===== config.mk =====
export PLATFORM = sky130hd
export DESIGN_NAME = mcycle_seq
export DESIGN_NICKNAME = d
export VERILOG_FILES = /design/src/rtl/mcycle_seq.sv
export SDC_FILE = /design/constraint.sdc
export NUM_CORES = 1
export LEC_CHECK = 0
export CAP_MARGIN = 20
export CORE_MARGIN = 2
export CORE_UTILIZATION = 45
export DETAILED_ROUTE_END_ITERATION = 16
export GPL_ROUTABILITY_DRIVEN = 0
export SLEW_MARGIN = 20
export SYNTH_ARGS = -nofsm -noshare
export SYNTH_HDL_FRONTEND = slang
export SYNTH_SLANG_ARGS = --single-unit

===== constraint.sdc =====
create_clock -name CLK -period 7.7 [get_ports CLK]
set_clock_uncertainty 0.15 [all_clocks]
set_input_delay 1.54 -clock CLK [delete_from_list [all_inputs] [get_ports CLK]]
set_output_delay 1.54 -clock CLK [all_outputs]
set_load 0.005 [all_outputs]

===== src/rtl/mcycle_seq.sv =====
// mcycle_seq: multi-cycle multiply/divide sequencer for the Execute stage.
// One shift-add (multiply) or restoring (divide) step per cycle, WIDTH steps
// per operation, with a registered two-word result presented in DONE.
`timescale 1ns/1ps
module mcycle_seq #(
  parameter int WIDTH = 32
) (
  input  logic             CLK,
  input  logic             RESET,
  input  logic             Start,
  input  logic [1:0]       MCycleOp,
  input  logic [WIDTH-1:0] Operand1,
  input  logic [WIDTH-1:0] Operand2,
  output logic [WIDTH-1:0] Result1,
  output logic [WIDTH-1:0] Result2,
  output logic             Busy
);

  localparam int            CW       = $clog2(WIDTH);
  localparam logic [CW-1:0] CNT_LAST = CW'(WIDTH - 1);

  typedef enum logic [1:0] {
    S_IDLE      = 2'd0,
    S_COMPUTING = 2'd1,
    S_DONE      = 2'd2
  } state_t;

  // Control state
  state_t          state_q, state_d;
  logic [CW-1:0]   cnt_q, cnt_d;
  logic [WIDTH-1:0] result1_q, result1_d;
  logic [WIDTH-1:0] result2_q, result2_d;

  // Datapath state latched at accept time
  logic             is_div_q, is_div_d;
  logic             neg_res_q, neg_res_d;   // negate product / quotient
  logic             neg_rem_q, neg_rem_d;   // remainder follows dividend sign
  logic             div_zero_q, div_zero_d;
  logic [WIDTH-1:0] op1_q, op1_d;           // original dividend for divide-by-zero
  logic [WIDTH-1:0] hi_q, hi_d;             // partial product high / remainder
  logic [WIDTH-1:0] lo_q, lo_d;             // multiplier / dividend-quotient shifter
  logic [WIDTH-1:0] b_q, b_d;               // multiplicand / divisor magnitude

  // Signed views of the operands for sign extraction
  logic signed [WIDTH-1:0] op1_s;
  logic signed [WIDTH-1:0] op2_s;
  assign op1_s = Operand1;
  assign op2_s = Operand2;

  // Two's-complement magnitude of a WIDTH-bit value; -2^(WIDTH-1) maps to
  // 2^(WIDTH-1), which still fits as an unsigned WIDTH-bit value.
  function automatic logic [WIDTH-1:0] magnitude(input logic [WIDTH-1:0] v,
                                                 input logic             neg);
    return neg ? (~v + WIDTH'(1)) : v;
  endfunction

  function automatic logic [WIDTH-1:0] negate_w(input logic [WIDTH-1:0] v,
                                                input logic             neg);
    return neg ? (~v + WIDTH'(1)) : v;
  endfunction

  function automatic logic [2*WIDTH-1:0] negate_2w(input logic [2*WIDTH-1:0] v,
                                                   input logic               neg);
    return neg ? (~v + (2*WIDTH)'(1)) : v;
  endfunction

  // Iteration step values
  logic [WIDTH:0]     mul_sum;
  logic [WIDTH-1:0]   mul_hi, mul_lo;
  logic [WIDTH:0]     div_trial, div_diff;
  logic [WIDTH-1:0]   div_hi, div_lo;
  logic [2*WIDTH-1:0] prod;
  logic               sgn_mode, op1_neg, op2_neg;

  // Next-state, iteration step and result formation
  always_comb begin
    state_d    = state_q;
    cnt_d      = cnt_q;
    result1_d  = result1_q;
    result2_d  = result2_q;
    is_div_d   = is_div_q;
    neg_res_d  = neg_res_q;
    neg_rem_d  = neg_rem_q;
    div_zero_d = div_zero_q;
    op1_d      = op1_q;
    hi_d       = hi_q;
    lo_d       = lo_q;
    b_d        = b_q;

    sgn_mode = ~MCycleOp[1];
    op1_neg  = sgn_mode & (op1_s < 0);
    op2_neg  = sgn_mode & (op2_s < 0);

    // Shift-add: add multiplicand when the multiplier LSB is set, then shift
    // the {hi, lo} pair right by one.
    mul_sum = lo_q[0] ? ({1'b0, hi_q} + {1'b0, b_q}) : {1'b0, hi_q};
    mul_hi  = mul_sum[WIDTH:1];
    mul_lo  = {mul_sum[0], lo_q[WIDTH-1:1]};

    // Restoring divide: shift next dividend bit into the remainder and keep
    // the subtraction only when it does not go negative.
    div_trial = {hi_q, lo_q[WIDTH-1]};
    div_diff  = div_trial - {1'b0, b_q};
    div_hi    = div_diff[WIDTH] ? div_trial[WIDTH-1:0] : div_diff[WIDTH-1:0];
    div_lo    = {lo_q[WIDTH-2:0], ~div_diff[WIDTH]};

    prod = negate_2w({mul_hi, mul_lo}, neg_res_q);

    case (state_q)
      S_IDLE: begin
        if (Start) begin
          is_div_d   = MCycleOp[0];
          neg_res_d  = op1_neg ^ op2_neg;
          neg_rem_d  = op1_neg;
          div_zero_d = (Operand2 == '0);
          op1_d      = Operand1;
          hi_d       = '0;
          lo_d       = magnitude(Operand1, op1_neg);
          b_d        = magnitude(Operand2, op2_neg);
          cnt_d      = '0;
          state_d    = S_COMPUTING;
        end
      end
      S_COMPUTING: begin
        hi_d  = is_div_q ? div_hi : mul_hi;
        lo_d  = is_div_q ? div_lo : mul_lo;
        cnt_d = cnt_q + CW'(1);
        if (cnt_q == CNT_LAST) begin
          cnt_d   = '0;
          state_d = S_DONE;
          if (!is_div_q) begin
            result1_d = prod[WIDTH-1:0];
            result2_d = prod[2*WIDTH-1:WIDTH];
          end else if (div_zero_q) begin
            result1_d = '1;
            result2_d = op1_q;
          end else begin
            result1_d = negate_w(div_lo, neg_res_q);
            result2_d = negate_w(div_hi, neg_rem_q);
          end
        end
      end
      S_DONE: begin
        state_d = S_IDLE;
      end
      default: begin
        state_d = S_IDLE;
      end
    endcase
  end

  // Control and result registers with synchronous reset
  always_ff @(posedge CLK) begin
    if (RESET) begin
      state_q   <= S_IDLE;
      cnt_q     <= '0;
      result1_q <= '0;
      result2_q <= '0;
    end else begin
      state_q   <= state_d;
      cnt_q     <= cnt_d;
      result1_q <= result1_d;
      result2_q <= result2_d;
    end
  end

  // Datapath registers; meaningless outside COMPUTING, so no reset
  always_ff @(posedge CLK) begin
    is_div_q   <= is_div_d;
    neg_res_q  <= neg_res_d;
    neg_rem_q  <= neg_rem_d;
    div_zero_q <= div_zero_d;
    op1_q      <= op1_d;
    hi_q       <= hi_d;
    lo_q       <= lo_d;
    b_q        <= b_d;
  end

  assign Busy    = ~RESET & (((state_q == S_IDLE) & Start) | (state_q == S_COMPUTING));
  assign Result1 = result1_q;
  assign Result2 = result2_q;

endmodule


==> metrics.md <==
| Metric | Value |
|---|---|
| Max-cap viol count | `0` |
| DR WL met3 | `4250 µm` |
| Worst min path class | `flip-flop to flip-flop` |
| Die Area | `0.0403 mm²` |
| Synth cell types | `92` |
| RR Startpoint | `b_q[0]` |
| Kind of critical path | `flip-flop to flip-flop` |
| DP Area | `0.0191 mm²` |
| Synth Area in Compound Gates | `0.253` |
| H-tree Lvls | `1` |
| Main combinational cell family by area after synthesis | `compound AO/OA/AOI/OAI gates` |
| DR pass1 iterations | `5` |
| Die Y | `201 µm` |
| Peak supply drop | `174 µV` |
| Clock-pin slew on the worst setup and hold paths | `0.07 ns` |
| Slew @ Worst Pin | `0.971 ns` |
| DRT iter0 DRCs | `1729` |
| Clk root buf | `clkbuf_16` |
| Sequential cell area fraction in the yosys report | `0.309` |
| Worst EP required | `8.00 ns` |
| Finish-stage setup viols | `0` |
| Setup crit end | `Result2[30]` |
| Grt ovf | `0` |
| Critical path origin | `b_q[0]` |
| Final Max Slew Viols | `0` |
| Multiplexer area fraction after synthesis | `0.0381` |
| RSZ-0062 raised after global routing | `false` |
| Resized Gates After CTS | `0` |
| Routed length on met1 | `27100 µm` |
| Flop2flop setup slack | `2.09 ns` |
| Core box area | `0.0384 mm²` |
| Power Dens Cells | `220 mW/mm²` |
| Post-synthesis xor/xnor area fraction | `0.105` |
| Crit path max fanout | `13` |
| Wire per inst | `21.8 µm` |
| Synth Area in Simple Gates | `0.193` |
| Syn nets | `2277` |
| Commonest non-fill, non-tap cell in the layout | `nand2_1` |
| Critical path arrival | `5.91 ns` |
| # fillers | `3768` |
| Period utilization | `0.728` |
| Adder-cell share of the synthesized area | `0.0533` |
| Synthesized area | `0.0174 mm²` |
| Layout cells sized above 1 | `0.0540` |
| Overall power | `4.37 mW` |
| Vias in the first global route | `15800` |
| Syn. warnings | `0` |
| First-pass GRT wire length | `92100 µm` |
| Total GRT Usage | `0.288` |
| Initial antenna violation count | `0` |
| Post-synth EDFFs | `132` |
| Sink Count | `203` |
| Postcts setup bufs | `0` |
| Cts-stage hold buffer count | `0` |
| Cts bufs inserted | `25` |
| Most frequent cells in the layout | `220 x nand2_1, 203 x a21oi_1, 186 x nor2_1` |
| Commonest register cell after synthesis | `edfxtp_1` |
| Multi-input gate area | `0.0112 mm²` |
| # IOs | `134` |
| Worst setup EP type | `flip-flop` |
| Via density | `6.16` |
| Antenna cells | `0` |
| Starting density of the core | `0.454` |
| Worst skew pair latency | `0.57 ns` |
| Nets | `2326` |
| Met2 wire len | `26100 µm` |
| DPL Wire Length | `44600 µm` |
| Largest net degree at the start of global routing | `89` |
| Max layer used | `met4` |
| Area grow syn2layout | `14.1%` |
| Outcome | `completed` |
| # DRC | `0` |
| Worst flop-to-flop path endpoint | `Result2[30]` |
| #FFs+latches synth | `203` |
| Post-synth ARST share | `0` |
| Via count | `16700` |
| Mapped Cells | `2135` |
| TNS Setup | `0 ns` |
| CTS Buffer Depth | `3` |
| Hold Fails Final Rpt | `0` |
| Design Area, Final | `0.0199 mm²` |
| Final Critical Period | `5.61 ns` |
| Setup crit start kind | `flip-flop` |
| Syn avg cell area | `8.15 µm²` |
| PortBufs | `133` |
| CTS tree | `done` |
| Routed Antenna Nets | `0` |
| Post-Route WL | `59400 µm` |
| Slew headroom | `0.336` |
| Static Leak | `7.30 nW` |
| Die Span X | `201 µm` |
| Max Clk Rate | `178 MHz` |
| # rows | `72` |
| Reg area | `0.00539 mm²` |
| Reg2Reg Depth | `19` |
==> cells by family after synthesis <==
| kind of cell | after synthesis |
|---|---|
| AND/OR/NAND/NOR | 695 |
| AO/OA/AOI/OAI | 678 |
| buffers and inverters | 212 |
| XOR/XNOR | 209 |
| flip-flops | 203 |
| adder cells (fa/ha/maj) | 73 |
| multiplexers | 65 |
==> area by class of cell <==
type                       count  area share
timing repair buffer         162      0.0777
clock inverter                 8     0.00271
multi-input combinational   1720       0.564
sequential                   203       0.271
tap                          518      0.0326
inverter                      72      0.0137
clock buffer                  38      0.0386
==> worst max-delay path, stage by stage, from the launching register on <==
cell and delay (ns):
edfxtp_1 0.40, ha_1 0.24, fa_1 0.40, nand2b_1 0.21, a211o_1 0.32, a21o_1 0.22, o211a_1 0.27, a211oi_2 0.23
buf_4 0.23, nor2_4 0.08, o21ai_0 0.33, ha_1 0.27, nand2_1 0.06, or4_1 0.61, nand2b_1 0.18, o2bb2ai_1 0.35
nand4_1 0.30, o21ai_0 0.29, nor3_1 0.09, a211o_1 0.24
==> sequential cells by signal (all words and copies together) (netlist names), 2 cells and up <==
signal / cells
hi_q: 32
Result2: 32
b_q: 32
cnt_q: 5
state_q: 2
Result1: 32
lo_q: 32
op1_q: 32
==> power breakdown <==
group	internal (mW)	total, mW	leakage [nW]	switching [mW]
logic	0.654	1.78	5.02	1.12
clock network	0.689	1.20	0.411	0.507
registers	1.26	1.39	1.87	0.129
==> worst min-delay path by stage <==
stage / cells after the start / start / to
after global placement: 1 / cnt_q[3] / cnt_q[3]
after floorplan: 1 / cnt_q[3] / cnt_q[3]
final: 2 / Result1[28] / Result1[28]
after CTS: 1 / cnt_q[3] / cnt_q[3]
after detailed placement: 1 / cnt_q[3] / cnt_q[3]
after global routing: 2 / Result1[7] / Result1[7]
==> Yosys cell counts (18+ instances only) <==
| cell | count | area share |
|---|---|---|
| o221ai_1 | 35 | 0.018 |
| buf_2 | 19 | 0.0055 |
| xor2_1 | 74 | 0.037 |
| mux2i_1 | 58 | 0.033 |
| nor3_1 | 57 | 0.016 |
| nand2_1 | 220 | 0.047 |
| clkbuf_1 | 101 | 0.022 |
| nor2_1 | 186 | 0.040 |
| o211ai_1 | 23 | 0.0099 |
| ha_1 | 71 | 0.051 |
| a21oi_1 | 203 | 0.058 |
| a31oi_1 | 20 | 0.0072 |
| buf_1 | 18 | 0.0039 |
| nand4_1 | 23 | 0.0083 |
| o21ai_0 | 135 | 0.039 |
| nand2b_1 | 22 | 0.0079 |
| edfxtp_1 | 132 | 0.23 |
| a211oi_1 | 46 | 0.020 |
| or3_1 | 25 | 0.0090 |
| a21o_1 | 21 | 0.0091 |
| nor2b_1 | 19 | 0.0068 |
| o31ai_1 | 36 | 0.016 |
| nand3_1 | 32 | 0.0092 |
| o21ai_1 | 21 | 0.0060 |
| xnor2_1 | 135 | 0.068 |
| o21a_1 | 18 | 0.0078 |
| dfxtp_1 | 71 | 0.082 |
| nor4_1 | 23 | 0.0083 |
| inv_1 | 70 | 0.015 |
==> through the flow <==
step / std cells / hold WS [ns] / setup slack [ns] / util
3_3_place_gp: 2675 / 0.281 / 2.12 / 0.496
3_5_place_dp: 2675 / 0.291 / 2.08 / 0.496
4_1_cts: 2721 / 0.301 / 2.20 / 0.518
6_report: 2721 / 0.301 / 2.09 / 0.518
2_1_floorplan: 2135 / 0.264 / 2.35 / -
5_1_grt: 2721 / 0.319 / 1.79 / 0.518
==> layer usage <==
layer  GRT usage  vias to the layer above
met4      0.0968                        0
met5           0                        -
met2       0.447                      637
li1            -                     7982
met3      0.0351                       94
met1       0.414                     8036
Power figures use the tool's default switching activity.
==> variant 1: new RTL, same settings <==
Put one more register stage on the output `Result2`, with the module's reset. The value now appears one clock later. The other outputs are not delayed to match.
--- a/src/rtl/mcycle_seq.sv
+++ b/src/rtl/mcycle_seq.sv
@@ -179,5 +179,11 @@
   assign Busy    = ~RESET & (((state_q == S_IDLE) & Start) | (state_q == S_COMPUTING));
   assign Result1 = result1_q;
-  assign Result2 = result2_q;
+  always_ff @(posedge CLK) begin
+    if (RESET) begin
+      Result2 <= '0;
+    end else begin
+      Result2 <= result2_q;
+    end
+  end
 
 endmodule
Behaviour: no difference found for any inputs over 10 cycles, from zero or initial values and one cycle with RESET high; that may be too few to reach the edited logic, so the function may still have changed.
==> variant 1 against the original RTL <==
- cell area is 5.6% higher
- highest routed layer unchanged
- setup slack worse by 0.53 ns
- synthesized area is 5.2% higher
- sequential cell count is 32 higher
- count of clock-buffer cells in the layout is 1 higher
- total power is 13% higher
- routed wire length is 5.3% higher
==> variant 1: results (changes against the original RTL) <==
[cts]
htreeDepth = 1  ; unchanged
cts_buffers = 28  ; +12%
post_cts_buffers = 0  ; unchanged
cts_resized = 0  ; unchanged
worstSkewPairLatency_ns = 0.60  ; +0.03 ns

[worst_setup_path]
slowest_delay_ns = 0.52  ; -0.09 ns
worstPathArrival_ns = 6.46  ; +0.55 ns
worst_path_max_delay_cell = nor3_1
r2r-start = hi_q[16]
r2r_slack_ns = 1.56  ; -0.53 ns
cp_max_fo = 11  ; -2
r2r-end = result2_q[28]

[logic_synthesis]
synth_commonest_cells = a21oi_1, nand2_1, nor2_1
yosysWarnings = 0  ; unchanged
synth_area_leaders = edfxtp_1, dfxtp_1, xnor2_1, a21oi_1, ha_1
syn_nets = 2337  ; +2.6%
seq_area_frac_synth_pct = 32.89  ; +2.0 points
ys_types = 87  ; -5.4%
syn_avg_cell_area_um2 = 8.346  ; +2.3%

[sta]
maxSlewHeadroom_pct = 30.33  ; -3.3 points

[global_route]
grt_first_pass_wirelength_mm = 94.99  ; +3.2%
antenna_found_initial = 0  ; unchanged
grt.total_usage_pct = 29.02  ; +0.23 points
grt_pass1_vias = 16239  ; +2.6%
grt_max_degree = 156  ; +75%

[routing]
drt-initial-drc-count = 1777  ; +2.8%
post_drt_wl_per_cell_um = 22.50  ; +3.0%
vias = 17384  ; +3.8%
drt_wl_total_mm = 62.59  ; +5.3%
first_pass_iters = 6  ; +1

[layout]
diodes = 0  ; unchanged
nFillCells = 3756  ; -0.32%
nets = 2376  ; +2.1%
drive_gt1_share_pct = 5.807  ; +0.41 points

[outcome]
status = completed

[power]
cellLeakagePower_nw = 7.584  ; +4.0%
irDropWorstVdd_uv = 154.9  ; -11%
p_int_mw = 3.020  ; +16%

[min_path]
hold_path_depth = 2  ; unchanged
min_from = Result1[11]
whs_endpoint = Result1[11]

[place]
numPlacedInstances = 2729  ; +2.0%
placed_area_um2 = 19920  ; +4.5%
place_hpwl_mm = 46.60  ; +4.6%
portBuffers = 133  ; unchanged

-- variant 1: cell types whose count changed in the layout (fill, tap and decap cells not counted), moves of 7 or more --
cell       before  now
nand4_1        23   32
a2bb2oi_1       0    8
a31oi_1        20   29
dfxtp_1        71  103
nand2_1       220  202
nor2b_1        18   40
o21ai_0       135  113
o21ai_1        21    2
nor2_1        186  193
-- variant 1: power groups by stage --
stage / sequential (mW) / clock [mW] / combinational, mW
final: 1.55 / 1.52 / 1.85
after global routing: 1.56 / 1.59 / 2.00
after CTS: 1.54 / 1.53 / 1.82
after detailed placement: 1.57 / 0 / 1.81
after global placement: 1.57 / 0 / 1.79
after floorplan: 1.50 / 0 / 1.32
-- variant 1: area by class of cell --
| type | count | area share (%) |
|---|---|---|
| well taps | 525 | 3.131 |
| multi-input cells | 1746 | 54.66 |
| flip-flops and latches | 235 | 28.72 |
| repair buffers | 158 | 7.277 |
| clock buffers | 39 | 3.978 |
| clock inverters | 13 | 1.056 |
| inverters | 65 | 1.169 |
-- variant 1: kinds of logic after synthesis --
family	share of synthesized area, %
simple gates	19.61
flops	32.89
buf+inv	4.596
fa+ha+maj	5.068
mux	3.558
compound gates	24.38
xor+xnor	9.896
-- variant 1: worst max path at each step --
stage | startpoint | to | depth (start not counted)
floorplan | lo_q[31] | result2_q[28] | 26
global placement | hi_q[10] | result2_q[28] | 19
detailed placement | hi_q[10] | result2_q[28] | 19
CTS | lo_q[31] | result2_q[28] | 21
global route | hi_q[16] | result2_q[28] | 19
finish | hi_q[16] | result2_q[28] | 19
-- variant 1: worst max-delay path: cells and delay by family (launching register included) --
kind | cells | cell delay, ns
and+or+nand+nor | 10 | 2.64
AOI/OAI and AO/OA | 6 | 1.64
buffers and inverters | 1 | 0.19
adders and majority gates | 2 | 0.89
DFF | 1 | 0.50
-- variant 1: per-stage QoR --
| step | total power [mW] | hold WS, ns | worst slack (ns) | utilization, % |
|---|---|---|---|---|
| after floorplan | 2.827 | 0.2644 | 2.060 | - |
| after global placement | 3.354 | 0.2809 | 2.047 | 49.90 |
| after detailed placement | 3.376 | 0.2926 | 1.796 | 49.90 |
| after CTS | 4.893 | 0.3029 | 1.774 | 52.54 |
| after global routing | 5.148 | 0.3168 | 1.158 | 52.56 |
| final | 4.921 | 0.3050 | 1.565 | 52.56 |
-- variant 1: layer usage --
layer | vias up | routed length [µm] | track usage, %
met5 | - | 0 | 0
met4 | 0 | 2419 | 10.89
met3 | 144 | 5398 | 5.116
met2 | 794 | 27140 | 44.44
met1 | 8214 | 27630 | 40.74
li1 | 8232 | - | -
==> variant 2: new RTL, same settings <==
Made on the original files. Change the parameter `WIDTH` from 32 to 16.
--- a/src/rtl/mcycle_seq.sv
+++ b/src/rtl/mcycle_seq.sv
@@ -4,5 +4,5 @@
 `timescale 1ns/1ps
 module mcycle_seq #(
-  parameter int WIDTH = 32
+  parameter int WIDTH = 16
 ) (
   input  logic             CLK,
Ports: changed (resized Operand1, Operand2, Result1 and Result2); port bits go from 134 to 70. No check against the original RTL was run, so the function may have changed too.
==> variant 2 against the original RTL <==
- total power fell by 54%
- fmax rose by 12%
- sequential cell count fell by 97
- setup slack improved by 0.59 ns
- critical path type is now primary input to output port
- synthesized area fell by 50%
- sequential share of layout area rose by 1.5 points
- largest power group unchanged
- routed wire length fell by 57%
- largest cell class unchanged
- core utilization rose by 0.26 points
- hold slack barely moved
- cell area fell by 51%
- critical path depth fell by 12
==> variant 2: results (changes against the original RTL) <==
[outcome]
status = completed

[layout]
final_area_um2 = 9801  ; -51%
drive_gt1_share_pct = 5.706  ; +0.30 points
nFillCells = 1822  ; -52%

[logic_synthesis]
synth_edf_count = 68  ; -48%
seq_area_frac_synth_pct = 32.28  ; +1.3 points
synth_commonest_cells = nand2_1, nor2_1, a21oi_1
syn_inst = 1032  ; -52%
synth_fa_ha_area_share_pct = 5.937  ; +0.60 points
synth_area_leaders = edfxtp_1, dfxtp_1, xnor2_1, ha_1, a21oi_1
ys_types = 86  ; -6.5%
synthMuxAreaShare_pct = 4.006  ; +0.20 points
synth_xor_area_share_pct = 9.582  ; -0.93 points
synth_compound_gate_area_share_pct = 24.60  ; -0.73 points
syn_nets = 1109  ; -51%

[global_route]
grt_max_degree = 52  ; -42%
grt_first_pass_wirelength_mm = 39.90  ; -57%
grt_pass1_vias = 7214  ; -54%
grt.total_usage_pct = 25.38  ; -3.4 points

[cts]
htreeDepth = 3  ; +2
clk_path_buf_depth = 2  ; -1
cts_resized = 0  ; unchanged
cts_buffers = 9  ; -64%
worstSkewPairLatency_ns = 0.37  ; -0.20 ns

[sta]
maxSlewHeadroom_pct = 50.11  ; +17 points

[routing]
drt-initial-drc-count = 757  ; -56%
drt_wl_total_mm = 25.39  ; -57%
viasPerCell = 5.916  ; -3.9%

[place]
placed_area_um2 = 9514  ; -50%
portBuffers = 69  ; -48%
numPlacedInstances = 1313  ; -51%
pre_cts_ws_ns = 2.680  ; +0.6029 ns
place_hpwl_mm = 19.23  ; -57%

[worst_setup_path]
critPathTopFamily = buffers and inverters
cp_max_fo = 37  ; +24
worstPathArrival_ns = 3.32  ; -2.59 ns
worst_path_max_delay_cell = clkdlybuf4s50_1
slowest_delay_ns = 0.50  ; -0.11 ns

[power]
irDropWorstVdd_uv = 118.7  ; -32%
cellLeakagePower_nw = 3.613  ; -50%

## variant 2: cell types whose count changed in the layout (fill, tap and decap cells not counted), moves of 41 or more
cell / change
clkdlybuf4s50_1: -63
edfxtp_1: -64
xnor2_1: -73
nand2_1: -118
nor2_1: -91
o21ai_0: -87
xor2_1: -41
a21oi_1: -111
## variant 2: kinds of logic after synthesis
kind of cell / count (synthesis)
AO/OA/AOI/OAI: 322
XOR/XNOR: 95
adder cells (fa/ha/maj): 40
buffers and inverters: 110
flip-flops: 106
multiplexers: 34
AND/OR/NAND/NOR: 325
## variant 2: cell type report
type,count,area share (%)
clock buffers,9,2.298
clock inverters,7,0.6256
inverters,50,1.915
multi-input cells,816,55.28
flip-flops and latches,106,28.60
well taps,260,3.319
repair buffers,81,7.966
## variant 2: path summary, 6_finish.rpt
| path | startpoint | slack [ns] | endpoint | cells after the start |
|---|---|---|---|---|
| worst max-delay path | Start | 2.69 | Busy | 7 |
| worst min-delay path | Result1[0] | 0.30 | Result1[0] | 2 |
| worst max register to register | lo_q[15] | 2.88 | Result1[14] | 15 |
| worst min register to register | Result1[0] | 0.30 | Result1[0] | 2 |
## variant 2: power by group
part	leakage, nW	switching [mW]	internal, mW
clock	0.145	0.239	0.226
sequential	0.976	0.0664	0.657
combinational	2.49	0.513	0.319
total	3.61	0.818	1.20
## variant 2: tightest hold or removal path, stage by stage (launching register included)
cell and delay, ns:
dfxtp_1 0.31, nand2_1 0.05, a21oi_1 0.05
## variant 2: layer usage
metal | vias up | global-route usage, % | routed length, µm
met3 | 27 | 2.985 | 1506
met2 | 257 | 38.30 | 10970
met1 | 3720 | 38.21 | 12480
met4 | 0 | 6.931 | 431
li1 | 3859 | - | -
met5 | - | 0 | 0
